==> config.mk <==
export PLATFORM = sky130hd
export DESIGN_NAME = fp_mult_core
export DESIGN_NICKNAME = d
export VERILOG_FILES = /design/src/rtl/fp_mult_core.sv
export SDC_FILE = /design/constraint.sdc
export NUM_CORES = 1
export LEC_CHECK = 0
export CORE_UTILIZATION = 44
export DETAILED_ROUTE_END_ITERATION = 6
export PLACE_DENSITY = 0.66
export SYNTH_ARGS = -nofsm -noshare
export SYNTH_HDL_FRONTEND = slang
export SYNTH_SLANG_ARGS = --single-unit
==> constraint.sdc <==
create_clock -name clk -period 7.65 [get_ports clk]
set_input_delay 0.765 -clock clk [delete_from_list [all_inputs] [get_ports clk]]
set_output_delay 0.765 -clock clk [all_outputs]
set_load 0.02 [all_outputs]
==> src/rtl/fp_mult_core.sv <==
// fp_mult_core: sequential mantissa multiplier for a signed-magnitude FP datapath.
// Accepts two's-complement 16-bit mantissas and 8-bit exponents. It produces the
// exact unsigned 30-bit magnitude product, the product sign and the 10-bit
// exponent sum. The downstream justify stage normalises and detects exponent
// range errors.
// Build option: define FP_MULT_RADIX4_EN to retire two multiplier bits per CALC
// cycle (8 cycles) instead of one (15 cycles). Results are identical either way.
module fp_mult_core (
    input  logic        clk,
    input  logic        rst_n,
    input  logic        in_valid,
    output logic        in_ready,
    input  logic [15:0] ma_a,
    input  logic [7:0]  ea_a,
    input  logic [15:0] ma_b,
    input  logic [7:0]  ea_b,
    output logic        out_valid,
    input  logic        out_ready,
    output logic [29:0] ma,
    output logic [9:0]  ea,
    output logic        sign,
    output logic        busy,
    output logic        sat
);

`ifdef FP_MULT_RADIX4_EN
    localparam int       STEP = 2;
    localparam logic [3:0] LAST = 4'd7;
`else
    localparam int       STEP = 1;
    localparam logic [3:0] LAST = 4'd14;
`endif

    typedef enum logic [1:0] {IDLE, CALC, DONE} state_t;

    state_t      state, state_nxt;
    logic        armed;
    logic [3:0]  cnt;
    logic [29:0] acc;
    logic [29:0] mcand;
    logic [15:0] mplier;
    logic [29:0] pp;
    logic [29:0] acc_nxt;
    logic [14:0] mag_a, mag_b;
    logic        sat_a, sat_b;
    logic        zero_in;
    logic        accept;
    logic        last_step;
    logic [9:0]  ea_sum;

    // Magnitude of a two's-complement mantissa; -32768 has no 15-bit
    // magnitude, so it is clamped to the largest representable value.
    function automatic logic [14:0] clamp_mag(input logic [15:0] v);
        logic [15:0] m;
        m = v[15] ? (~v + 16'd1) : v;
        return m[15] ? 15'h7FFF : m[14:0];
    endfunction

    assign mag_a     = clamp_mag(ma_a);
    assign mag_b     = clamp_mag(ma_b);
    assign sat_a     = (ma_a == 16'h8000);
    assign sat_b     = (ma_b == 16'h8000);
    assign zero_in   = (ma_a == 16'd0) || (ma_b == 16'd0);
    assign ea_sum    = {{2{ea_a[7]}}, ea_a} + {{2{ea_b[7]}}, ea_b};
    // armed keeps in_ready low until the first clock edge after reset release.
    assign in_ready  = armed && (state == IDLE);
    assign busy      = (state != IDLE);
    assign accept    = in_valid && in_ready;
    assign last_step = (cnt == LAST);

    // Partial product for the current multiplier digit and the running sum.
    always_comb begin
        pp = '0;
        if (mplier[0]) pp = mcand;
`ifdef FP_MULT_RADIX4_EN
        if (mplier[1]) pp = pp + {mcand[28:0], 1'b0};
`endif
        acc_nxt = acc + pp;
    end

    // Next-state logic for the accept / iterate / hand-off sequence.
    always_comb begin
        state_nxt = state;
        case (state)
            IDLE:    if (accept) state_nxt = zero_in ? DONE : CALC;
            CALC:    if (last_step) state_nxt = DONE;
            DONE:    if (out_valid && out_ready) state_nxt = IDLE;
            default: state_nxt = IDLE;
        endcase
    end

    // State, iteration counter and the result registers seen downstream.
    always_ff @(posedge clk or negedge rst_n) begin
        if (!rst_n) begin
            state     <= IDLE;
            armed     <= 1'b0;
            cnt       <= 4'd0;
            ma        <= '0;
            ea        <= '0;
            sign      <= 1'b0;
            sat       <= 1'b0;
            out_valid <= 1'b0;
        end else begin
            state <= state_nxt;
            armed <= 1'b1;
            case (state)
                IDLE: begin
                    out_valid <= 1'b0;
                    cnt       <= 4'd0;
                    if (accept) begin
                        if (zero_in) begin
                            ma   <= '0;
                            ea   <= '0;
                            sign <= 1'b0;
                            sat  <= 1'b0;
                        end else begin
                            ea   <= ea_sum;
                            sign <= ma_a[15] ^ ma_b[15];
                            sat  <= sat_a || sat_b;
                        end
                    end
                end
                CALC: begin
                    cnt <= cnt + 4'd1;
                    if (last_step) begin
                        ma        <= acc_nxt;
                        out_valid <= 1'b1;
                        cnt       <= 4'd0;
                    end
                end
                DONE: begin
                    // The zero-operand path enters DONE with out_valid low and
                    // raises it one edge later.
                    out_valid <= !(out_valid && out_ready);
                end
                default: out_valid <= 1'b0;
            endcase
        end
    end

    // Shift-add datapath; loaded on accept, no reset needed.
    always_ff @(posedge clk) begin
        if (accept) begin
            acc    <= '0;
            mcand  <= {15'd0, mag_a};
            mplier <= {1'b0, mag_b};
        end else if (state == CALC) begin
            acc    <= acc_nxt;
            mcand  <= mcand << STEP;
            mplier <= mplier >> STEP;
        end
    end

endmodule

==> key figures, run 1 <==
Outcome
  • Outcome: finished clean

Detailed routing
  • DR WL/cell: 14.4 um
  • Via density: 5.37
  • ANT nets after route: 0
  • DRC Markers: 0
  • Final WL: 17,000 um
  • Routed via count: 6,343
  • TritonRoute pass-1 iters: 5
  • Initial DRC Count: 439

Clock network
  • Worst-Skew Late Latency: 0.42 ns
  • H-Tree Depth: 4
  • Clock-pin slew on the worst setup and hold paths: 0.06 ns
  • Root buf cell: clkbuf_16
  • # Post-CTS Setup Buffers: 0
  • Clk buf depth: 2
  • Cts bufs inserted: 17
  • Post-CTS sizing: 0
  • CTS tree: built
  • CTS sink count: 124
  • Hold Buf Count CTS: 0

Critical path
  • Critical Path Slowest Stage Cell: edfxtp_1
  • Worst r2r src: mplier[0]
  • Crit path top cell by count: a21oi_1
  • Crit path kind: flip-flop to flip-flop
  • CP top delay family: compound AO/OA/AOI/OAI gates
  • Crit. Startpoint: mplier[0]
  • Startpoint Class: flip-flop
  • Crit end category: flip-flop
  • Crit-path max FO: 30
  • CP Data Required Time: 7.92 ns
  • WP buf/inv: 1
  • Crit path largest cell delay: 0.70 ns
  • Arr. time, crit path: 4.11 ns
  • Critical path, cell by cell: and2_1, ha_1, inv_1, fa_1, nor2b_1, o21a_1, a311o_1, a211oi_1, a21oi_1, a21oi_1, xor2_1, o31ai_1

Logic synthesis
  • Synth warnings: 0
  • Commonest cells post-synth: nand2_1 (138), a21oi_1 (68), nor2_1 (68)
  • Synth area leader: dfrtp_1
  • Yosys top cell area share: 16.2%
  • Most frequent cell after synthesis: nand2_1
  • Mapped Area: 0.00756 mm^2
  • Seq/Total Area, Yosys: 40.1%
  • Synthesized instance count: 869
  • FF+latch count, synth: 124
  • Syn_area_per_cell: 8.70 um^2
  • Number of synthesized flops with an enable pin: 30
  • Synth unique cells: 70
  • Asr flop ratio synth: 39.5%
  • Syn Nets: 967
  • Top post-synthesis cells by area: dfrtp_1 (16%), dfxtp_1 (12%), edfxtp_1 (12%), ha_1 (7.3%), nand2_1 (6.9%)
  • Post-synth top flop: dfrtp_1

STA
  • RSZ-0062 raised after global routing: no
  • Fin. max-slew vios: 0
  • Worst-margin pin slew: 1.17 ns
  • Setup TNS Final: 0 ns
  • F_max: 261 MHz
  • Endpoints failing setup: 0
  • Skew final: 0.00820 ns
  • Final hold violation count: 0
  • Rel. slew slack: 21.6%
  • Min cycle time layout: 3.84 ns
  • Fin crit share: 50.1%

Floorplanning
  • Die ar.: 0.0177 mm^2
  • # IOs: 97
  • Die H: 133 um
  • Initial cell density of the core: 45.2%
  • Rows: 47
  • Core area: 0.0167 mm^2
  • Die W: 133 um

Min path
  • HP Class: input pin to async pin

Layout
  • NumNets Final: 1,046
  • Layout cell share with drive strength beyond 1: 5.52%
  • Fillers: 1,561
  • Area growth syn-to-layout: 22.6%
  • Antenna Cells: 0
  • Finished Core Util: 55.5%

GRT
  • Initial antenna violation count: 0
  • Largest net degree at the start of global routing: 74
  • Global-route wire length before repair: 28,600 um
  • Gr usage total: 20.3%
  • Vias in the first global route: 5,824
  • Gr ovfl total: 0

Job
  • Max Cap Viol: 0

Place
  • Routability Congestion: 0.820
  • Port Buf Inserts: 96
  • Post-DP HPWL: 12,100 um

Power
  • Max VDD drop: 0.211 mV
  • PD cells: 334 mW/mm^2
  • LEAKAGE: 3.86 nW
==> worst reg2reg max path, delay by kind of cell, from the launching register on <==
family	cells	cell delay (ns)
buffers and inverters	1	0.08
AOI/OAI and AO/OA	6	1.91
xor gates and xnor gates	1	0.25
adders and majority gates	2	0.42
and+or+nand+nor	2	0.34
DFF	1	0.70
==> sequential cells by signal, indices dropped and copies added, names as in the netlist <==
| register | count |
|---|---|
| acc | 30 |
| ma | 30 |
| cnt | 4 |
| out_valid | 1 |
| mcand | 30 |
| ea | 9 |
| sat | 1 |
| armed | 1 |
| mplier | 15 |
| sign | 1 |
| state | 2 |
==> cell usage in the layout (no fill, tap or decap), drive strengths merged, types with 4 or more instances in the layout <==
cell type | Yosys | routed
a211oi | 9 | 9
a21boi | 7 | 7
a21o | 14 | 14
a21oi | 68 | 68
a31oi | 8 | 8
and2 | 35 | 35
and3 | 12 | 12
buf | 14 | 9
clkbuf | 30 | 22
clkdlybuf4s50 | 0 | 95
clkinv | 1 | 4
clkinvlp | 0 | 4
dfrtp | 49 | 49
dfxtp | 45 | 45
edfxtp | 30 | 30
ha | 44 | 44
inv | 20 | 21
mux2i | 19 | 19
nand2 | 138 | 138
nand2b | 5 | 5
nand3 | 14 | 14
nand4 | 4 | 4
nor2 | 68 | 68
nor2b | 8 | 8
nor3 | 11 | 11
nor4 | 4 | 4
o211ai | 5 | 5
o21a | 6 | 6
o21ai | 63 | 63
o22ai | 4 | 4
o31ai | 22 | 22
o41ai | 4 | 4
or2 | 4 | 4
or3 | 14 | 14
xnor2 | 23 | 23
xor2 | 29 | 29
==> path summary, 6_finish.rpt <==
path	to	cells after the start	slack, ns
worst min-delay path	ma[8]	2	0.47
worst min register to register	acc[2]	2	0.47
worst max register to register	ma[22]	12	3.81
min in group clk	acc[2]	2	0.47
worst max-delay path	ma[22]	12	3.81
max in group asynchronous	ma[19]	2	6.75
==> through the flow <==
stage                     setup WS (ns)  hold slack, ns  instances  cell area [um^2]  total power [W]
after floorplan                    4.60           0.450        869              7560          0.00194
after CTS                          3.80           0.476       1181              9270          0.00311
final                              3.81           0.470       1181              9270          0.00309
after detailed placement           3.63           0.465       1149              8670          0.00228
after global routing               3.54           0.491       1181              9270          0.00331
after global placement             3.65           0.459       1149              8670          0.00226
==> area by class of cell <==
class / count / area [um^2] / area share, %
clock buffer: 22 / 485 / 5.24
clock inverter: 10 / 111 / 1.20
tap: 220 / 275 / 2.97
inverter: 21 / 78.8 / 0.851
multi-input combinational: 680 / 4270 / 46.1
sequential: 124 / 3030 / 32.7
timing repair buffer: 104 / 1020 / 11.0
==> where the power goes <==
group          internal, W  switching (W)  total, W
registers         0.000916       0.000124   0.00104
clock network     0.000514       0.000297  0.000811
logic             0.000508       0.000732   0.00124
==> cells by family after synthesis <==
group | share of synthesized area [%]
AND/OR/NAND/NOR | 19.9
flip-flops | 40.1
buffers and inverters | 3.56
other | 0.0496
XOR/XNOR | 6.03
multiplexers | 2.86
AO/OA/AOI/OAI | 19.8
adder cells (fa/ha/maj) | 7.82
==> routing by layer <==
| metal | wire length (um) | GRT usage (%) |
|---|---|---|
| met1 | 8700 | 29.1 |
| met2 | 7130 | 29.4 |
| met3 | 981 | 5.25 |
| met4 | 181 | 6.51 |
| met5 | 0 | 0 |
No activity file was read; power rests on OpenSTA's default activity.
==> run 2, diff against run 1 <==
==> constraint.sdc (replaced) <==
create_clock -name clk -period 3.6 [get_ports clk]
set_input_delay 0.36 -clock clk [delete_from_list [all_inputs] [get_ports clk]]
set_output_delay 0.36 -clock clk [all_outputs]
set_load 0.02 [all_outputs]
==> key figures, run 2 (synthesis gave the netlist of run 1 again) <==
Place
  • Post-DP HPWL: 12,800 um (+5.6%)
  • Port Buf Inserts: 96 (unchanged)
  • Routability Congestion: 0.879 (+7.2%)
  • Total placed cells including tap cells: 1,162 (+1.1%)
  • DP Worst Slack: 0.100 ns (-3.53 ns)

STA
  • Min cycle time layout: 3.29 ns (-0.545 ns)
  • Fin crit share: 91.4% (+41 points)
  • Endpoints failing setup: 0 (unchanged)
  • F_max: 304 MHz (+17%)
  • Fin worst setup slack: 0.309 ns (-3.51 ns)
  • Fin. max-slew vios: 0 (unchanged)
  • Rel. slew slack: 18.0% (-3.6 points)
  • RSZ-0062 raised after global routing: no
  • Setup TNS Final: 0 ns (unchanged)
  • Skew final: 0.00721 ns (-0.000988 ns)
  • Final hold violation count: 0 (unchanged)
  • Worst-margin pin slew: 1.22 ns (+0.0540 ns)

Detailed routing
  • DR WL/cell: 14.7 um (+2.0%)
  • TritonRoute pass-1 iters: 5 (unchanged)
  • Final WL: 17,600 um (+3.3%)
  • Via density: 5.38 (about the same)
  • Routed via count: 6,434 (+1.4%)
  • DRC Markers: 0 (unchanged)
  • Initial DRC Count: 400 (-8.9%)
  • ANT nets after route: 0 (unchanged)

Critical path
  • Worst r2r src: mplier[0]
  • CP Data Required Time: 3.88 ns (-4.04 ns)
  • Crit end category: flip-flop
  • Startpoint Class: flip-flop
  • Arr. time, crit path: 3.57 ns (-0.54 ns)
  • Crit-path max FO: 8 (-73%)
  • Reg2reg setup slack: 0.31 ns (-3.51 ns)
  • Reg2Reg Depth: 11 (-1)
  • Crit path kind: flip-flop to flip-flop
  • FF-to-FF End: acc[18]

Floorplanning
  • # IOs: 97 (unchanged)
  • Die H: 133 um (unchanged)
  • Rows: 47 (unchanged)
  • Core area: 0.0167 mm^2 (unchanged)
  • Die W: 133 um (unchanged)
  • Initial cell density of the core: 45.2% (unchanged)
  • Die ar.: 0.0177 mm^2 (unchanged)

Power
  • PD cells: 701 mW/mm^2 (+110%)
  • Design Power: 0.00658 W (+110%)
  • Max VDD drop: 0.436 mV (+110%)
  • LEAKAGE: 3.94 nW (+2.2%)

Clock network
  • Cts bufs inserted: 17 (unchanged)
  • Root buf cell: clkbuf_16
  • H-Tree Depth: 4 (unchanged)
  • CTS sink count: 124 (unchanged)
  • Worst-Skew Late Latency: 0.42 ns (about the same)
  • Clk buf depth: 2 (unchanged)
  • Clock-pin slew on the worst setup and hold paths: 0.06 ns (about the same)
  • CTS tree: built

GRT
  • Met3 track demand over resource: 5.13% (-0.11 points)
  • Vias in the first global route: 5,949 (+2.1%)
  • Initial antenna violation count: 0 (unchanged)
  • Largest net degree at the start of global routing: 56 (-24%)
  • Gr usage total: 21.1% (+0.79 points)
  • Routing usage on met2: 30.5% (+1.1 points)
  • Global-route wire length before repair: 29,600 um (+3.3%)
  • GR Util met1: 30.0% (+0.85 points)
  • Gr ovfl total: 0 (unchanged)
  • Gr busiest metal: met2

Layout
  • Fin cells: 1,197 (+1.4%)
  • Fillers: 1,526 (-2.2%)
  • Most frequent cells in the layout: nand2_1 (138), clkdlybuf4s50_1 (95), nor2_1 (68)
  • Largest registers: acc: 30 flops, ma: 30 flops, mcand: 30 flops
  • Finished Core Util: 56.2% (+0.69 points)
  • Antenna Cells: 0 (unchanged)
  • Layout cell share with drive strength beyond 1: 7.27% (+1.8 points)
  • NumNets Final: 1,062 (+1.5%)
  • Area growth syn-to-layout: 24.2%
  • Most common cell after layout, fill and taps aside: nand2_1

Job
  • Max Cap Viol: 0 (unchanged)

Outcome
  • Outcome: finished clean

Min path
  • HP Class: input pin to async pin
[run 2: changes by cell type in the layout (fill, tap and decap cells not counted), sizes merged]
cell | previous run | this run
buf | 9 | 24
bufinv | 2 | 0
clkbuf | 22 | 20
clkinv | 4 | 9
clkinvlp | 4 | 1
dlygate4sd3 | 0 | 1
inv | 21 | 23
[run 2: worst max path at each step]
| stage | start | to | cells after the start | slack (ns) |
|---|---|---|---|---|
| 5_1_grt | mplier[0] | acc[18] | 11 | 0.12 |
| 4_1_cts | mplier[0] | ma[24] | 13 | 0.15 |
| 3_3_place_gp | ma_b[5] | ma[13] | 9 | 0.15 |
| 3_5_place_dp | ma_b[5] | ma[14] | 9 | 0.10 |
| 6_report | mplier[0] | acc[18] | 11 | 0.31 |
| 2_1_floorplan | mplier[0] | ma[26] | 13 | 0.56 |
[run 2: cell type report]
class                           count  area [um^2]  share of cell area (%)
Timing Repair Buffer              120         1150                    12.3
Tap cell                          220          275                    2.93
Clock inverter                     12         83.8                   0.894
Inverter                           21         78.8                   0.840
Multi-Input combinational cell    680         4280                    45.6
Clock buffer                       20          489                    5.21
Sequential cell                   124         3030                    32.3
[run 2: power by group]
part           leakage (nW)  total [W]  switching [W]  internal (W)
clock network         0.287    0.00164       0.000664      0.000981
registers              1.31    0.00219       0.000241       0.00194
logic                  2.34    0.00275        0.00161       0.00114
[run 2: what timing repair did]
item	4_1_cts	5_1_grt
resized for setup	0	1
buffers inserted	0	2
hold buffers	1	0
endpoints found under the hold margin	21	0
endpoints found under the setup margin	0	9
[run 2: through the flow]
step / hold slack [ns] / cell area (um^2)
after floorplan: 0.0644 / 7560
after global placement: 0.370 / 8780
after detailed placement: 0.386 / 8780
after CTS: 0.471 / 9360
after global routing: 0.491 / 9380
final: 0.459 / 9380
[run 2: layer usage]
metal / wire (um) / vias to the layer above / part of all wire [%]
li1: - / 3285 / -
met1: 8830 / 2936 / 50
met2: 7390 / 187 / 42
met3: 1060 / 26 / 6.0
met4: 282 / 0 / 1.6
met5: 0 / - / 0
[run 2: critical path: stages (launching register included)]
cell,delay [ns]
edfxtp_1,0.46
buf_4,0.20
and2_1,0.14
ha_1,0.32
nor2b_1,0.15
o21a_1,0.19
a311o_1,0.43
a32o_1,0.30
a21boi_0,0.33
o211ai_1,0.19
xnor2_1,0.29
o22ai_1,0.15
==> run 3, diff against run 2 <==
--- a/config.mk
+++ b/config.mk
@@ -5,9 +5,11 @@
 export SDC_FILE = /design/constraint.sdc
 export NUM_CORES = 1
 export LEC_CHECK = 0
+export ABC_AREA = 1
 export CORE_UTILIZATION = 44
 export DETAILED_ROUTE_END_ITERATION = 6
-export PLACE_DENSITY = 0.66
+export PLACE_DENSITY = 0.65
+export REMOVE_ABC_BUFFERS = 1
 export SYNTH_ARGS = -nofsm -noshare
 export SYNTH_HDL_FRONTEND = slang
 export SYNTH_SLANG_ARGS = --single-unit
==> key figures, run 3 <==
GRT
  • Global-route wire length before repair: 35,200 um (+19%)
  • Vias in the first global route: 7,376 (+24%)
  • Gr usage total: 22.9% (+1.8 points)
  • Initial antenna violation count: 0 (unchanged)
  • Largest net degree at the start of global routing: 47 (-16%)
  • Gr ovfl total: 0 (unchanged)

Place
  • Total placed cells including tap cells: 1,509 (+30%)
  • Post-DP HPWL: 15,700 um (+22%)
  • Routability Congestion: 0.929 (+5.7%)
  • Port Buf Inserts: 96 (unchanged)

Layout
  • Antenna Cells: 0 (unchanged)
  • Fin cells: 1,542 (+29%)
  • Most common cell after layout, fill and taps aside: nand2_1
  • Most frequent cells in the layout: nand2_1 (415), inv_1 (199), clkdlybuf4s50_1 (95)
  • Area growth syn-to-layout: 21.2%
  • Fillers: 1,826 (+20%)
  • Largest registers: acc: 30 flops, ma: 30 flops, mcand: 30 flops
  • NumNets Final: 1,398 (+32%)
  • Layout cell share with drive strength beyond 1: 3.96% (-3.3 points)

Detailed routing
  • Via density: 4.92 (-8.4%)
  • Final WL: 20,800 um (+18%)
  • DRT met1 WL: 9880 um (+12%)
  • Metal2 WL: 9260 um (+25%)
  • ANT nets after route: 0 (unchanged)
  • DRC Markers: 0 (unchanged)
  • DR WL met3: 1290 um (+22%)
  • DR WL/cell: 13.5 um (-8.1%)
  • Initial DRC Count: 450 (+13%)
  • Routed via count: 7,592 (+18%)
  • TritonRoute pass-1 iters: 7 (+2)
  • DR top layer: met4

STA
  • Fin crit share: 79.3% (-12 points)
  • Worst-margin pin slew: 0.554 ns (-0.670 ns)
  • Final hold violation count: 0 (unchanged)
  • Skew final: 0.00567 ns (-0.00154 ns)
  • Rel. slew slack: 63.0% (+45 points)
  • Fin. max-slew vios: 0 (unchanged)
  • F_max: 350 MHz (+15%)
  • Endpoints failing setup: 0 (unchanged)
  • Setup TNS Final: 0 ns (unchanged)
  • Min cycle time layout: 2.85 ns (-0.438 ns)
  • RSZ-0062 raised after global routing: no

Logic synthesis
  • Synth area leader: nand2_1
  • FF+latch count, synth: 124 (unchanged)
  • Yosys top cell area share: 18.9% (+2.7 points)
  • Post-synth top flop: dfrtp_1
  • Asr flop ratio synth: 39.5% (unchanged)
  • Top post-synthesis cells by area: nand2_1 (19%), dfrtp_1 (15%), dfxtp_1 (11%), edfxtp_1 (11%), inv_1 (9.1%)
  • Number of synthesized flops with an enable pin: 30 (unchanged)
  • Synth unique cells: 45 (-36%)
  • Seq/Total Area, Yosys: 36.7% (-3.3 points)
  • Synthesized instance count: 1,208 (+39%)
  • Commonest cells post-synth: nand2_1 (415), inv_1 (199), nor2_1 (84)
  • Synth warnings: 0 (unchanged)
  • Syn_area_per_cell: 6.82 um^2 (-22%)
  • Most frequent cell after synthesis: nand2_1
  • Mapped Area: 0.00824 mm^2 (+9.1%)

Min path
  • HP Class: input pin to async pin

Floorplanning
  • Die H: 139 um (+4.4%)
  • Die ar.: 0.0193 mm^2 (+8.9%)
  • Initial cell density of the core: 45.4% (+0.17 points)
  • Die W: 139 um (+4.4%)
  • # IOs: 97 (unchanged)
  • Core area: 0.0181 mm^2 (+8.7%)
  • Rows: 49 (+4.3%)

Critical path
  • Reg2Reg Depth: 13 (+2)
  • CP Data Required Time: 3.91 ns (+0.03 ns)
  • Arr. time, crit path: 3.16 ns (-0.41 ns)
  • Crit end category: flip-flop
  • Startpoint Class: flip-flop
  • Crit path kind: flip-flop to flip-flop
  • Crit-path max FO: 46 (+38)

Power
  • PD cells: 728 mW/mm^2 (+3.9%)
  • LEAKAGE: 5.28 nW (+34%)
  • Max VDD drop: 0.450 mV (+3.0%)

Clock network
  • Hold Buf Count CTS: 1 (unchanged)
  • Worst-Skew Late Latency: 0.42 ns (about the same)
  • CTS sink count: 124 (unchanged)
  • H-Tree Depth: 4 (unchanged)
  • Root buf cell: clkbuf_16
  • Post-CTS sizing: 0 (unchanged)
  • Cts bufs inserted: 17 (unchanged)
  • Clk buf depth: 2 (unchanged)
  • Clock-pin slew on the worst setup and hold paths: 0.05 ns (about the same)
  • CTS tree: built
  • # Post-CTS Setup Buffers: 0 (unchanged)

Outcome
  • Outcome: finished clean

Job
  • Max Cap Viol: 0 (unchanged)
run 3: cell types whose count changed in the layout (fill, tap and decap cells not counted), moves of 18 or more:
cell     previous run  this run
nand2_1           138       415
inv_1              20       199
nand3_1            14        74
and2_1             34         1
a21oi_1            67        46
o31ai_1            22         1
xnor2_1            23         3
mux2i_1            19         0
o21ai_0            42        60
run 3: metal layers:
layer,track usage [%],vias to the layer above
met3,5.66,30
met1,29.9,3380
met5,0,-
li1,-,4000
met2,37.1,182
met4,7.66,0
run 3: power by group:
group | internal [W] | switching [W] | leakage, nW
combinational | 0.00119 | 0.00209 | 3.69
sequential | 0.00203 | 0.000288 | 1.31
clock | 0.00106 | 0.000614 | 0.283
run 3: final timing paths:
check | from | slack, ns | end
worst max-delay path | state[0] | 0.75 | ma[27]
min in group clk | acc[23] | 0.46 | acc[23]
worst max register to register | state[0] | 0.75 | ma[27]
worst min-delay path | rst_n | 0.45 | ma[4]
max in group asynchronous | rst_n | 2.35 | state[1]
worst min register to register | acc[23] | 0.46 | acc[23]
run 3: kinds of logic (layout without fill, tap and decap cells):
group | Yosys count | in the layout | synth area share (%)
flops | 124 | 124 | 36.7
simple gates | 607 | 607 | 30.0
fa+ha+maj | 46 | 46 | 7.17
other cells | 1 | 1 | 0.0455
compound gates | 161 | 161 | 11.5
xor+xnor | 32 | 32 | 3.40
buf+inv | 237 | 342 | 11.1
run 3: critical path, cell delays in order, from the launching register on:
cell,delay [ns]
dfrtp_1,0.35
inv_1,0.07
ha_1,0.26
nand2_1,0.09
inv_2,0.05
nand2_4,0.05
buf_4,0.46
nand2_2,0.11
inv_2,0.11
nor3_4,0.05
nand2_4,0.40
clkinv_2,0.41
nand4_1,0.21
nand2_1,0.06
run 3: cell type report:
type / instances / area [um^2] / area share (%)
Tap cell: 229 / 287 / 2.87
Timing Repair Buffer: 105 / 1030 / 10.3
Clock buffer: 27 / 524 / 5.25
Clock inverter: 5 / 53.8 / 0.539
Inverter: 205 / 771 / 7.72
Multi-Input combinational cell: 847 / 4300 / 43.0
Sequential cell: 124 / 3030 / 30.3
run 3: stage by stage:
| stage | worst slack, ns | util [%] | power [W] | hold WS (ns) | area [um^2] |
|---|---|---|---|---|---|
| 6_report | 0.747 | 55.0 | 0.00727 | 0.454 | 9990 |
| 5_1_grt | 0.466 | 55.0 | 0.00784 | 0.469 | 9990 |
| 4_1_cts | 0.726 | 55.0 | 0.00732 | 0.462 | 9990 |
| 3_5_place_dp | 0.730 | 51.8 | 0.00561 | 0.375 | 9400 |
| 3_3_place_gp | 0.737 | 51.8 | 0.00558 | 0.376 | 9400 |
| 2_1_floorplan | 0.0531 | - | 0.00446 | 0.0644 | 8100 |
